--- config.mk ---
export PLATFORM = sky130hd
export DESIGN_NAME = cpuclk_gen
export DESIGN_NICKNAME = d
export VERILOG_FILES = /design/src/rtl/cpuclk_gen.sv
export SDC_FILE = /design/constraint.sdc
export NUM_CORES = 1
export LEC_CHECK = 0
export CORE_UTILIZATION = 40
export CTS_BUF_LIST = sky130_fd_sc_hd__clkbuf_4 sky130_fd_sc_hd__clkbuf_8
export CTS_CLUSTER_DIAMETER = 200
export DETAILED_ROUTE_END_ITERATION = 7
export PLACE_DENSITY = 0.64
export SLEW_MARGIN = 10
export SYNTH_ARGS = -nofsm -noshare
export SYNTH_HDL_FRONTEND = slang
export SYNTH_SLANG_ARGS = --single-unit
--- constraint.sdc ---
create_clock -name clk -period 8.95 [get_ports clk]
set_input_delay 1.79 -clock clk [delete_from_list [all_inputs] [get_ports clk]]
set_output_delay 1.79 -clock clk [all_outputs]
set_load 0.01 [all_outputs]
--- src/rtl/cpuclk_gen.sv ---
// Multi-channel CPU clock-enable generator with runtime-programmable divide ratios,
// glitch-free ratio changes, a startup lock delay and a global phase realign.
module cpuclk_gen #(
    parameter int NUM_CH      = 2,
    parameter int CNT_W       = 16,
    parameter int DIV_INIT    = 4,
    parameter int LOCK_CYCLES = 16,
    localparam int CH_W       = (NUM_CH > 1) ? $clog2(NUM_CH) : 1
) (
    input  logic              clk,
    input  logic              rst_n,
    input  logic              div_wr,
    input  logic [CH_W-1:0]   div_ch,
    input  logic [CNT_W-1:0]  div_val,
    input  logic              sync,
    output logic [NUM_CH-1:0] ce_out,
    output logic [NUM_CH-1:0] clk_div,
    output logic [NUM_CH-1:0] pending,
    output logic              locked
);

    localparam int               LK_W    = $clog2(LOCK_CYCLES + 1);
    localparam logic [CNT_W-1:0] DIV_RST = CNT_W'(DIV_INIT);

    logic [LK_W-1:0] lock_cnt;

    // NOTE: sequential state is written with non-blocking assignments only, so every
    // register samples the pre-edge value of every other register.
    always_ff @(posedge clk or negedge rst_n) begin
        if (!rst_n) begin
            lock_cnt <= '0;
            locked   <= 1'b0;
        end else if (!locked) begin
            lock_cnt <= lock_cnt + LK_W'(1);
            if (lock_cnt == LK_W'(LOCK_CYCLES - 1)) begin
                locked <= 1'b1;
            end
        end
    end

    for (genvar g = 0; g < NUM_CH; g++) begin : g_ch
        logic [CNT_W-1:0] cnt, cnt_n, div_act, div_pend, new_act, half;
        logic             pend, wr_hit, wrap, apply, ce_n, clk_n, ce_q, clk_q;

        // Out-of-range channel numbers never match any g, so such writes are dropped.
        assign wr_hit = div_wr && (div_ch == CH_W'(g));

        always_comb begin
            // NOTE: every variable gets a default before any branch, so no latch can be inferred.
            wrap  = 1'b0;
            apply = 1'b0;
            cnt_n = '0;
            ce_n  = 1'b0;
            clk_n = 1'b0;

            if (locked && !sync && div_act != '0) begin
                wrap = (cnt == div_act - CNT_W'(1));
            end

            // Idle, unlocked or realigning channels have no period in flight to protect.
            if (!locked || sync || div_act == '0) begin
                apply = pend;
            end else begin
                apply = pend && wrap;
            end

            new_act = apply ? div_pend : div_act;
            half    = new_act >> 1;

            if (locked && !sync && div_act != '0 && !wrap) begin
                cnt_n = cnt + CNT_W'(1);
            end

            if (!locked) begin
                ce_n  = 1'b0;
                clk_n = 1'b0;
            end else if (sync) begin
                clk_n = (half != '0);
            end else if (div_act == '0) begin
                // A ratio landing on a disabled channel starts a fresh period at once.
                ce_n  = (new_act != '0);
                clk_n = (half != '0);
            end else begin
                ce_n  = wrap;
                clk_n = (cnt_n < half);
            end
        end

        always_ff @(posedge clk or negedge rst_n) begin
            if (!rst_n) begin
                cnt      <= '0;
                div_act  <= DIV_RST;
                div_pend <= DIV_RST;
                pend     <= 1'b0;
                ce_q     <= 1'b0;
                clk_q    <= 1'b0;
            end else begin
                cnt     <= cnt_n;
                div_act <= new_act;
                ce_q    <= ce_n;
                clk_q   <= clk_n;
                if (wr_hit) begin
                    div_pend <= div_val;
                    pend     <= 1'b1;
                end else if (apply) begin
                    pend <= 1'b0;
                end
            end
        end

        assign ce_out[g]  = ce_q;
        assign clk_div[g] = clk_q;
        assign pending[g] = pend;
    end

endmodule

==> results of run 1 <==
## registers in the layout, summed over array words and instances, names as in the netlist
signal / count
g_ch.cnt: 32
locked: 1
g_ch.pend: 2
g_ch.div_pend: 32
g_ch.clk_q: 2
g_ch.div_act: 32
g_ch.ce_q: 2
lock_cnt: 5
## how the worst min path moves through the flow
stage / startpoint / to / depth (start not counted)
after floorplan: lock_cnt[3] / lock_cnt[3] / 1
after global placement: lock_cnt[3] / lock_cnt[3] / 1
after detailed placement: lock_cnt[3] / lock_cnt[3] / 1
after CTS: lock_cnt[3] / lock_cnt[3] / 1
after global routing: lock_cnt[3] / lock_cnt[3] / 1
final: lock_cnt[3] / lock_cnt[3] / 1
## cells in the final DEF (no fill, tap or decap), drive strengths merged, types with 4 or more instances in the layout
cell type      Yosys  routed
a211oi             8       8
a21o              11      11
a21oi             17      17
a221oi             4       4
a31oi              4       4
and3              13      13
buf               15       4
clkbuf            19      10
clkdlybuf4s50      0      26
clkinv             0       4
dfrtp            104     104
dfstp              4       4
ha                35      35
inv               45      45
mux2              35      35
mux2i             29      29
nand2             25      25
nand2b            10      10
nand3             27      27
nand4             11      11
nor2              53      53
nor2b              5       5
nor3              18      18
nor3b              4       4
nor4              17      17
o211ai             5       5
o21ai             20      20
o31ai              4       4
or3               10      10
or4                7       7
xnor2             39      39
xor2              25      25
## through the flow
step,cells,hold slack (ns)
floorplan,658,0.438
global placement,870,0.457
detailed placement,870,0.477
CTS,886,0.491
global route,886,0.493
finish,886,0.486
## metal layers
metal / up-vias / track usage, % / part of all wire (%)
met5: - / 0 / 0
met3: 18 / 3.49 / 5.2
met4: 0 / 5.20 / 1.5
li1: 2355 / - / -
met1: 2438 / 29.3 / 50
met2: 154 / 28.8 / 43
## worst max-delay path, cell delays in order (launching register included)
cell and delay, ns:
dfrtp_1 0.49, or4_1 0.69, nor4_1 0.65, a21oi_1 0.19
a211oi_1 0.35, nand4_2 0.23, a21oi_2 0.97, mux2i_1 0.34
ha_1 0.29, a21o_1 0.17, a21oi_1 0.13, o21ai_0 0.11
a21o_1 0.20, a221oi_1 0.35, nand2_1 0.10, o32ai_1 0.27
## layout make-up
class,instances,share of cell area [%]
multi-input combinational,471,48.8
sequential,108,38.2
timing repair buffer,30,4.09
tap,216,3.81
inverter,45,2.38
clock buffer,10,1.85
clock inverter,6,0.917
## synthesized netlist by cell type, types with 2 or more instances
| cell type | number | area [µm²] |
|---|---|---|
| and2_1 | 2 | 12.5 |
| nor3_1 | 18 | 90.1 |
| a2111oi_0 | 3 | 26.3 |
| nand2_1 | 25 | 93.8 |
| buf_6 | 2 | 22.5 |
| nand4_1 | 10 | 62.6 |
| a21oi_1 | 16 | 80.1 |
| nor4_1 | 17 | 106 |
| dfstp_2 | 4 | 105 |
| and3_1 | 13 | 81.3 |
| or4_1 | 7 | 52.6 |
| mux2i_1 | 29 | 290 |
| o22ai_1 | 3 | 18.8 |
| buf_2 | 5 | 25.0 |
| xnor2_1 | 39 | 342 |
| a221oi_1 | 3 | 26.3 |
| ha_1 | 35 | 438 |
| and4_1 | 2 | 17.5 |
| mux2_2 | 34 | 383 |
| o31ai_1 | 4 | 30.0 |
| nor3b_1 | 4 | 30.0 |
| a211oi_1 | 8 | 60.1 |
| nand2b_1 | 10 | 62.6 |
| o21ai_0 | 19 | 95.1 |
| nand3b_1 | 3 | 22.5 |
| xor2_1 | 25 | 219 |
| clkbuf_1 | 18 | 67.6 |
| or3_1 | 10 | 62.6 |
| nor2_1 | 53 | 199 |
| a21o_1 | 11 | 82.6 |
| or2_2 | 2 | 12.5 |
| a31oi_1 | 4 | 25.0 |
| nor2b_1 | 5 | 31.3 |
| nand3_1 | 27 | 135 |
| a31o_2 | 3 | 26.3 |
| o21ba_2 | 2 | 20.0 |
| dfrtp_1 | 104 | 2600 |
| o211ai_1 | 5 | 37.5 |
| buf_4 | 6 | 45.0 |
| inv_1 | 45 | 169 |
## power by group
group	leakage, µW	switching, µW	internal (µW)	total [µW]
sequential	0.00134	110	557	667
combinational	0.00167	193	157	351
clock	0.0000996	167	133	299
## kinds of logic after synthesis
kind of cell	synth area share [%]
AOI/OAI and AO/OA	10.1
buffers and inverters	5.48
adders and majority gates	6.71
and+or+nand+nor	17.2
DFF	41.5
xor gates and xnor gates	8.59
muxes	10.5
==> qor.csv, run 1 <==
metric,value,unit
Slew @ Worst Pin,1.20,ns
Placeable Area,15900,µm²
cells on worst reg2reg path,15,
Avg Inst Size Synth,9.92,µm²
post-cts sizing count,0,
synth-to-layout area growth,8.70,%
Pins Over Slew Limit,0,
Yosys reg bits,108,
Die W,130,µm
drt first pass iters,4,
Finished Cell Area,7100,µm²
initial antenna violation count,0,
Final period util,62.9,%
"Core Util, Final",44.7,%
grt ovf,0,
FF-to-FF Start,g_ch[1].div_act[7],
PwrDens,186,nW/µm²
critical path arrival,5.92,ns
CP endpoint kind,flop,
GPL Wtd Cong,0.897,
kind of critical path,flop to flop,
WL final,15600,µm
fmax,178,MHz
Worst Setup SP,g_ch[1].div_act[7],
DIE HEIGHT,130,µm
Critical Path End,g_ch[1].clk_q,
HPWL Detailed,11900,µm
kind of start point of the critical path,flop,
clock insertion delay at the later pin of the skew report,0.38,ns
setup TNS,0,ns
H-tree depth,3,
sequential element share of the synthesized area,41.5,%
Slew HR,20.2,%
Mapped Area,6530,µm²
LEAKAGE,0.00311,µW
number of top-level pins,28,
# DRC,0,
register area,2710,µm²
n_diodes,0,
total track usage,19.5,%
Post-synth ARST share,100,%
root cell of the clock tree,clkbuf_8,
routed len/inst,17.6,µm
dpl ws,3.32,ns
Max IR drop VDD,0.107,mV
Final Worst Setup Slack,3.32,ns
CTS tree,built,
Vias,4965,
min-delay worst type,flop to flop,
clock buffer depth,2,
Finish-stage setup viols,0,
"EDFF count, synth",0,
first-pass GRT wire length,25300,µm
Layout Skew,0.0131,ns
r2r endpoint,g_ch[1].clk_q,
share of cells above drive strength 1,10.3,%
fin crit period,5.63,ns
post-synthesis net count,714,
Synth warnings,0,
clock sink count,108,
largest net degree at the start of global routing,61,
Worst Path Required,9.24,ns
Placed Area,6900,µm²
Yosys cell types,63,
Site Rows,46,
RSZ-0062 raised after global routing,false,
Initial Util,41.1,%
setup bufs post-CTS,0,
Routed Antenna Nets,0,
Die Footprint,16800,µm²
Fillers,1505,
status,"finished, final reports clean",
Final Power,1320,µW
final-report hold violation count,0,
multi-input logic area,3460,µm²
Final nets,721,
Syn Inst Count,658,
# hold bufs at CTS,0,
port bufs,27,
reg2reg setup slack,3.32,ns
via/cell ratio,5.60,
Initial DRC Count,410,
top fanout value on the critical path,18,
Synth Flop Type,dfrtp_1,
CTS buffer count,9,
clock transition at the registers of the reported paths,0.10,ns
Max-Cap Viols,0,
vias in the first global route,4705,
Note: power is estimated with default switching activity, not from simulation.
==> inputs of run 2 (changes only) <==
==> constraint.sdc (replaced) <==
create_clock -name clk -period 5.25 [get_ports clk]
set_input_delay 1.05 -clock clk [delete_from_list [all_inputs] [get_ports clk]]
set_output_delay 1.05 -clock clk [all_outputs]
set_load 0.01 [all_outputs]
==> qor.csv, run 2 (synthesis results as in run 1) <==
metric,value,unit
RSZ-0062 raised after global routing,false,
Final Non-Filler Cells,894,
PwrDens,320,nW/µm²
setup bufs post-CTS,0,
Clk network pwr share,23.9,%
DIE HEIGHT,130,µm
Max IR drop VDD,0.136,mV
root cell of the clock tree,clkbuf_8,
Die W,130,µm
# DRC,0,
share of cells above drive strength 1,11.4,%
Cell Int Power,1490,µW
total track usage,19.8,%
Initial Util,41.1,%
Worst Path Required,5.53,ns
min-delay worst type,flop to flop,
Max-Cap Viols,0,
sw frac,35.1,%
Site Rows,46,
Finish-stage setup viols,0,
combinational share of power,26.5,%
CP endpoint kind,flop,
drt first pass iters,5,
grt ovf,0,
# hold bufs at CTS,0,
status,"finished, final reports clean",
routed len/inst,17.8,µm
largest net degree at the start of global routing,66,
number of top-level pins,28,
initial antenna violation count,0,
first-pass GRT wire length,25600,µm
final-report hold violation count,0,
Die Footprint,16800,µm²
clock sink count,108,
Final nets,729,
Routed Antenna Nets,0,
sequential share of power,49.6,%
"commonest non-fill, non-tap cell in the layout",dfrtp_1,
Slew HR,41.4,%
top flop regs,"g_ch.cnt: 32 flops, g_ch.div_act: 32 flops, g_ch.div_pend: 32 flops",
Pins Over Slew Limit,0,
via/cell ratio,5.66,
Final period util,94.6,%
Cells after DPL,878,
synth-to-layout area growth,10.1,%
post-cts sizing count,0,
CTS tree,built,
n_diodes,0,
Vias,5060,
LEAKAGE,0.00317,µW
vias in the first global route,4764,
clock buffer depth,2,
GPL Wtd Cong,0.888,
critical path arrival,5.25,ns
clock transition at the registers of the reported paths,0.10,ns
Slew @ Worst Pin,0.873,ns
clock insertion delay at the later pin of the skew report,0.39,ns
fin crit period,4.97,ns
setup TNS,0,ns
kind of start point of the critical path,flop,
port bufs,27,
top fanout value on the critical path,9,
most frequent cells in the layout,"104 x dfrtp_1, 53 x nor2_1, 45 x inv_1",
H-tree depth,3,
P_sw,805,µW
Placeable Area,15900,µm²
Initial DRC Count,535,
Layout Skew,0.0140,ns
CTS buffer count,9,
kind of critical path,flop to flop,
WL final,15900,µm
fmax,201,MHz
HPWL Detailed,12300,µm
-- run 2: cell types whose count changed in the layout (fill, tap and decap cells not counted), sizes merged --
cell	before	now
buf	4	12
clkbuf	10	13
clkinv	4	1
clkinvlp	1	0
inv	45	46
-- run 2: final timing paths --
check	slack, ns	from	endpoint	cells after the start
max in group asynchronous	3.44	rst_n	g_ch[1].cnt[13]	2
worst max-delay path	0.28	g_ch[1].div_act[7]	g_ch[1].clk_q	16
worst min register to register	0.47	lock_cnt[3]	lock_cnt[3]	1
worst min-delay path	0.47	lock_cnt[3]	lock_cnt[3]	1
worst max register to register	0.28	g_ch[1].div_act[7]	g_ch[1].clk_q	16
min in group asynchronous	0.74	rst_n	lock_cnt[0]	1
-- run 2: metal layers --
metal / part of all wire, % / routed length (µm) / global-route usage [%] / vias up
li1: - / - / - / 2385
met1: 49 / 7830 / 29.8 / 2489
met2: 44 / 6950 / 28.9 / 166
met3: 5.6 / 900 / 2.79 / 20
met4: 1.6 / 250 / 6.63 / 0
met5: 0 / 0 / 0 / -
-- run 2: metrics by stage --
step	util, %	instance area (µm²)	hold slack [ns]	setup slack [ns]	total power, µW
after floorplan	-	6530	0.438	0.755	1540
after global placement	43.9	6970	0.453	0.561	1730
after detailed placement	43.9	6970	0.460	0.387	1750
after CTS	45.3	7190	0.475	0.337	2300
after global routing	45.3	7190	0.488	0.0288	2430
final	45.3	7190	0.473	0.282	2300
-- run 2: power by group through the flow --
stage	sequential, µW	combinational, µW	clock (µW)
2_1_floorplan	1050	492	0
3_3_place_gp	1140	584	0
3_5_place_dp	1150	596	0
4_1_cts	1140	604	561
5_1_grt	1160	677	596
6_report	1140	609	549
-- run 2: area by class of cell --
cell class	count	area, µm²
inverter	45	169
clock buffer	13	173
tap	216	270
fill	1512	8700
clock inverter	3	43.8
sequential	108	2710
timing repair buffer	38	363
multi-input combinational	471	3460
-- run 2: critical path, stage by stage, from the launching register on --
cell and delay [ns]:
dfrtp_1 0.48, or4_1 0.70, or3_1 0.40, a2111o_1 0.47, a221oi_2 0.30, nand4_2 0.20
a21oi_2 0.28, buf_4 0.19, mux2i_1 0.24, ha_1 0.29, a21o_1 0.16, a21oi_1 0.12
o21ai_0 0.11, a21o_1 0.20, a221oi_1 0.32, nand2_1 0.10, o32ai_1 0.31
==> inputs of run 3 (changes only) <==
--- a/config.mk
+++ b/config.mk
@@ -5,11 +5,13 @@
 export SDC_FILE = /design/constraint.sdc
 export NUM_CORES = 1
 export LEC_CHECK = 0
+export CELL_PAD_IN_SITES_DETAIL_PLACEMENT = 1
+export CELL_PAD_IN_SITES_GLOBAL_PLACEMENT = 1
+export CORE_ASPECT_RATIO = 1.5
 export CORE_UTILIZATION = 40
-export CTS_BUF_LIST = sky130_fd_sc_hd__clkbuf_4 sky130_fd_sc_hd__clkbuf_8
 export CTS_CLUSTER_DIAMETER = 200
 export DETAILED_ROUTE_END_ITERATION = 7
-export PLACE_DENSITY = 0.64
+export PLACE_DENSITY = 0.75
 export SLEW_MARGIN = 10
 export SYNTH_ARGS = -nofsm -noshare
 export SYNTH_HDL_FRONTEND = slang
==> qor.csv, run 3 (synthesis results as in run 1) <==
metric,value,unit
Worst Path Required,5.48,ns
Die Footprint,16800,µm²
Clk network pwr share,27.9,%
multi-input logic area,3480,µm²
n_diodes,0,
synth-to-layout area growth,11.5,%
critical path arrival,5.22,ns
number of top-level pins,28,
Worst Hold Depth,1,
sequential share of power,44.7,%
clock sink count,108,
combinational share of power,27.3,%
Fillers,1808,
Final period util,95.0,%
FF-to-FF Start,g_ch[1].div_act[7],
Cell Int Power,1590,µW
Vias,5110,
sw frac,36.5,%
# DRC,0,
HPWL Detailed,15300,µm
grt ovf,0,
final-report hold violation count,0,
CP endpoint kind,flop,
fin crit period,4.99,ns
register area,2710,µm²
"commonest non-fill, non-tap cell in the layout",dfrtp_1,
"Core Util, Final",46.2,%
Die W,106,µm
WL final,19300,µm
routed len/inst,21.9,µm
cells on worst reg2reg path,16,
kind of critical path,flop to flop,
min-delay worst type,flop to flop,
grt met3 use,2.54,%
min-delay src,lock_cnt[3],
clock buffer depth,2,
clock insertion delay at the later pin of the skew report,0.35,ns
drt first pass iters,4,
CTS buffer count,9,
LEAKAGE,0.00321,µW
r2r endpoint,g_ch[1].clk_q,
most frequent cells in the layout,"104 x dfrtp_1, 53 x nor2_1, 45 x inv_1",
Slew @ Worst Pin,1.06,ns
total track usage,24.7,%
port bufs,27,
Final nets,731,
Placeable Area,15800,µm²
global route hottest layer,met2,
Pins Over Slew Limit,0,
P_sw,913,µW
RSZ-0062 raised after global routing,false,
top flop regs,"g_ch.cnt: 32 flops, g_ch.div_act: 32 flops, g_ch.div_pend: 32 flops",
Hold EP,lock_cnt[3],
initial antenna violation count,0,
clock transition at the registers of the reported paths,0.08,ns
kind of start point of the critical path,flop,
Layout Skew,0.00870,ns
PwrDens,344,nW/µm²
status,"finished, final reports clean",
Initial DRC Count,183,
Finish-stage setup viols,0,
routing usage on met2,48.9,%
via/cell ratio,5.79,
first-pass GRT wire length,31400,µm
fmax,201,MHz
setup TNS,0,ns
largest net degree at the start of global routing,70,
Max-Cap Viols,0,
Routed Antenna Nets,0,
Max IR drop VDD,0.188,mV
vias in the first global route,5719,
DIE HEIGHT,158,µm
Slew HR,29.6,%
routing usage on met1,25.3,%
H-tree depth,3,
share of cells above drive strength 1,12.2,%
Site Rows,56,
GPL Wtd Cong,0.941,
top fanout value on the critical path,9,
root cell of the clock tree,clkbuf_16,
reg2reg setup slack,0.26,ns
Initial Util,41.4,%
CTS tree,built,
[run 3: changes by cell type in the layout (fill, tap and decap cells not counted), sizes merged]
cell	delta
clkbuf	-3
inv	+3
buf	+2
bufinv	-1
clkinv	+1
[run 3: cell type report]
cell class / instances / area share (%)
sequential: 108 / 37.2
timing repair buffer: 40 / 5.02
clock buffer: 10 / 3.28
inverter: 45 / 2.32
tap: 203 / 3.49
multi-input combinational: 471 / 47.8
clock inverter: 6 / 0.860
[run 3: repair_timing]
item / 4_1_cts / 5_1_grt
setup buffers: 0 / 0
endpoints found under the hold margin: 0 / 0
endpoints found under the setup margin: 0 / 1
hold buffers: 0 / 0
gates resized for setup: 0 / 6
[run 3: stage by stage]
step	hold slack (ns)	setup slack, ns	std cells	total power, µW	area, µm²
final	0.481	0.264	883	2510	7280
after global routing	0.491	0.0129	883	2640	7280
after CTS	0.481	0.0471	883	2510	7260
after detailed placement	0.466	0.0899	867	1810	6960
after global placement	0.451	0.349	867	1770	6960
after floorplan	0.438	0.755	658	1540	6530
[run 3: routing by layer]
metal	vias to the layer above	wire [µm]
met2	107	11000
met1	2584	6930
li1	2361	-
met5	-	0
met3	58	429
met4	0	1020
[run 3: worst max-delay path: stages (launching register included)]
cell,delay [ns]
dfrtp_1,0.50
or4_4,0.64
or3_1,0.37
a2111o_1,0.48
a221oi_2,0.30
nand4_2,0.21
a21oi_2,0.21
buf_4,0.22
mux2i_1,0.27
ha_1,0.29
a21oi_1,0.20
nor2b_1,0.07
o21ai_1,0.19
a211oi_1,0.17
a221oi_1,0.33
nand2_1,0.09
o32ai_1,0.34
[run 3: power by group through the flow]
stage | clock, µW | combinational (µW) | sequential [µW]
6_report | 700 | 685 | 1120
5_1_grt | 750 | 751 | 1140
4_1_cts | 717 | 680 | 1120
3_5_place_dp | 0 | 676 | 1130
3_3_place_gp | 0 | 648 | 1120
2_1_floorplan | 0 | 492 | 1050
[run 3: worst max-delay path by stage]
stage                  startpoint             to  slack [ns]
2_1_floorplan  g_ch[1].div_act[7]  g_ch[1].clk_q        0.75
6_report       g_ch[1].div_act[7]  g_ch[1].clk_q        0.26
3_5_place_dp   g_ch[1].div_act[7]  g_ch[1].clk_q        0.09
5_1_grt        g_ch[1].div_act[7]  g_ch[1].clk_q        0.01
3_3_place_gp   g_ch[1].div_act[7]  g_ch[1].clk_q        0.35
4_1_cts        g_ch[1].div_act[7]  g_ch[1].clk_q        0.05
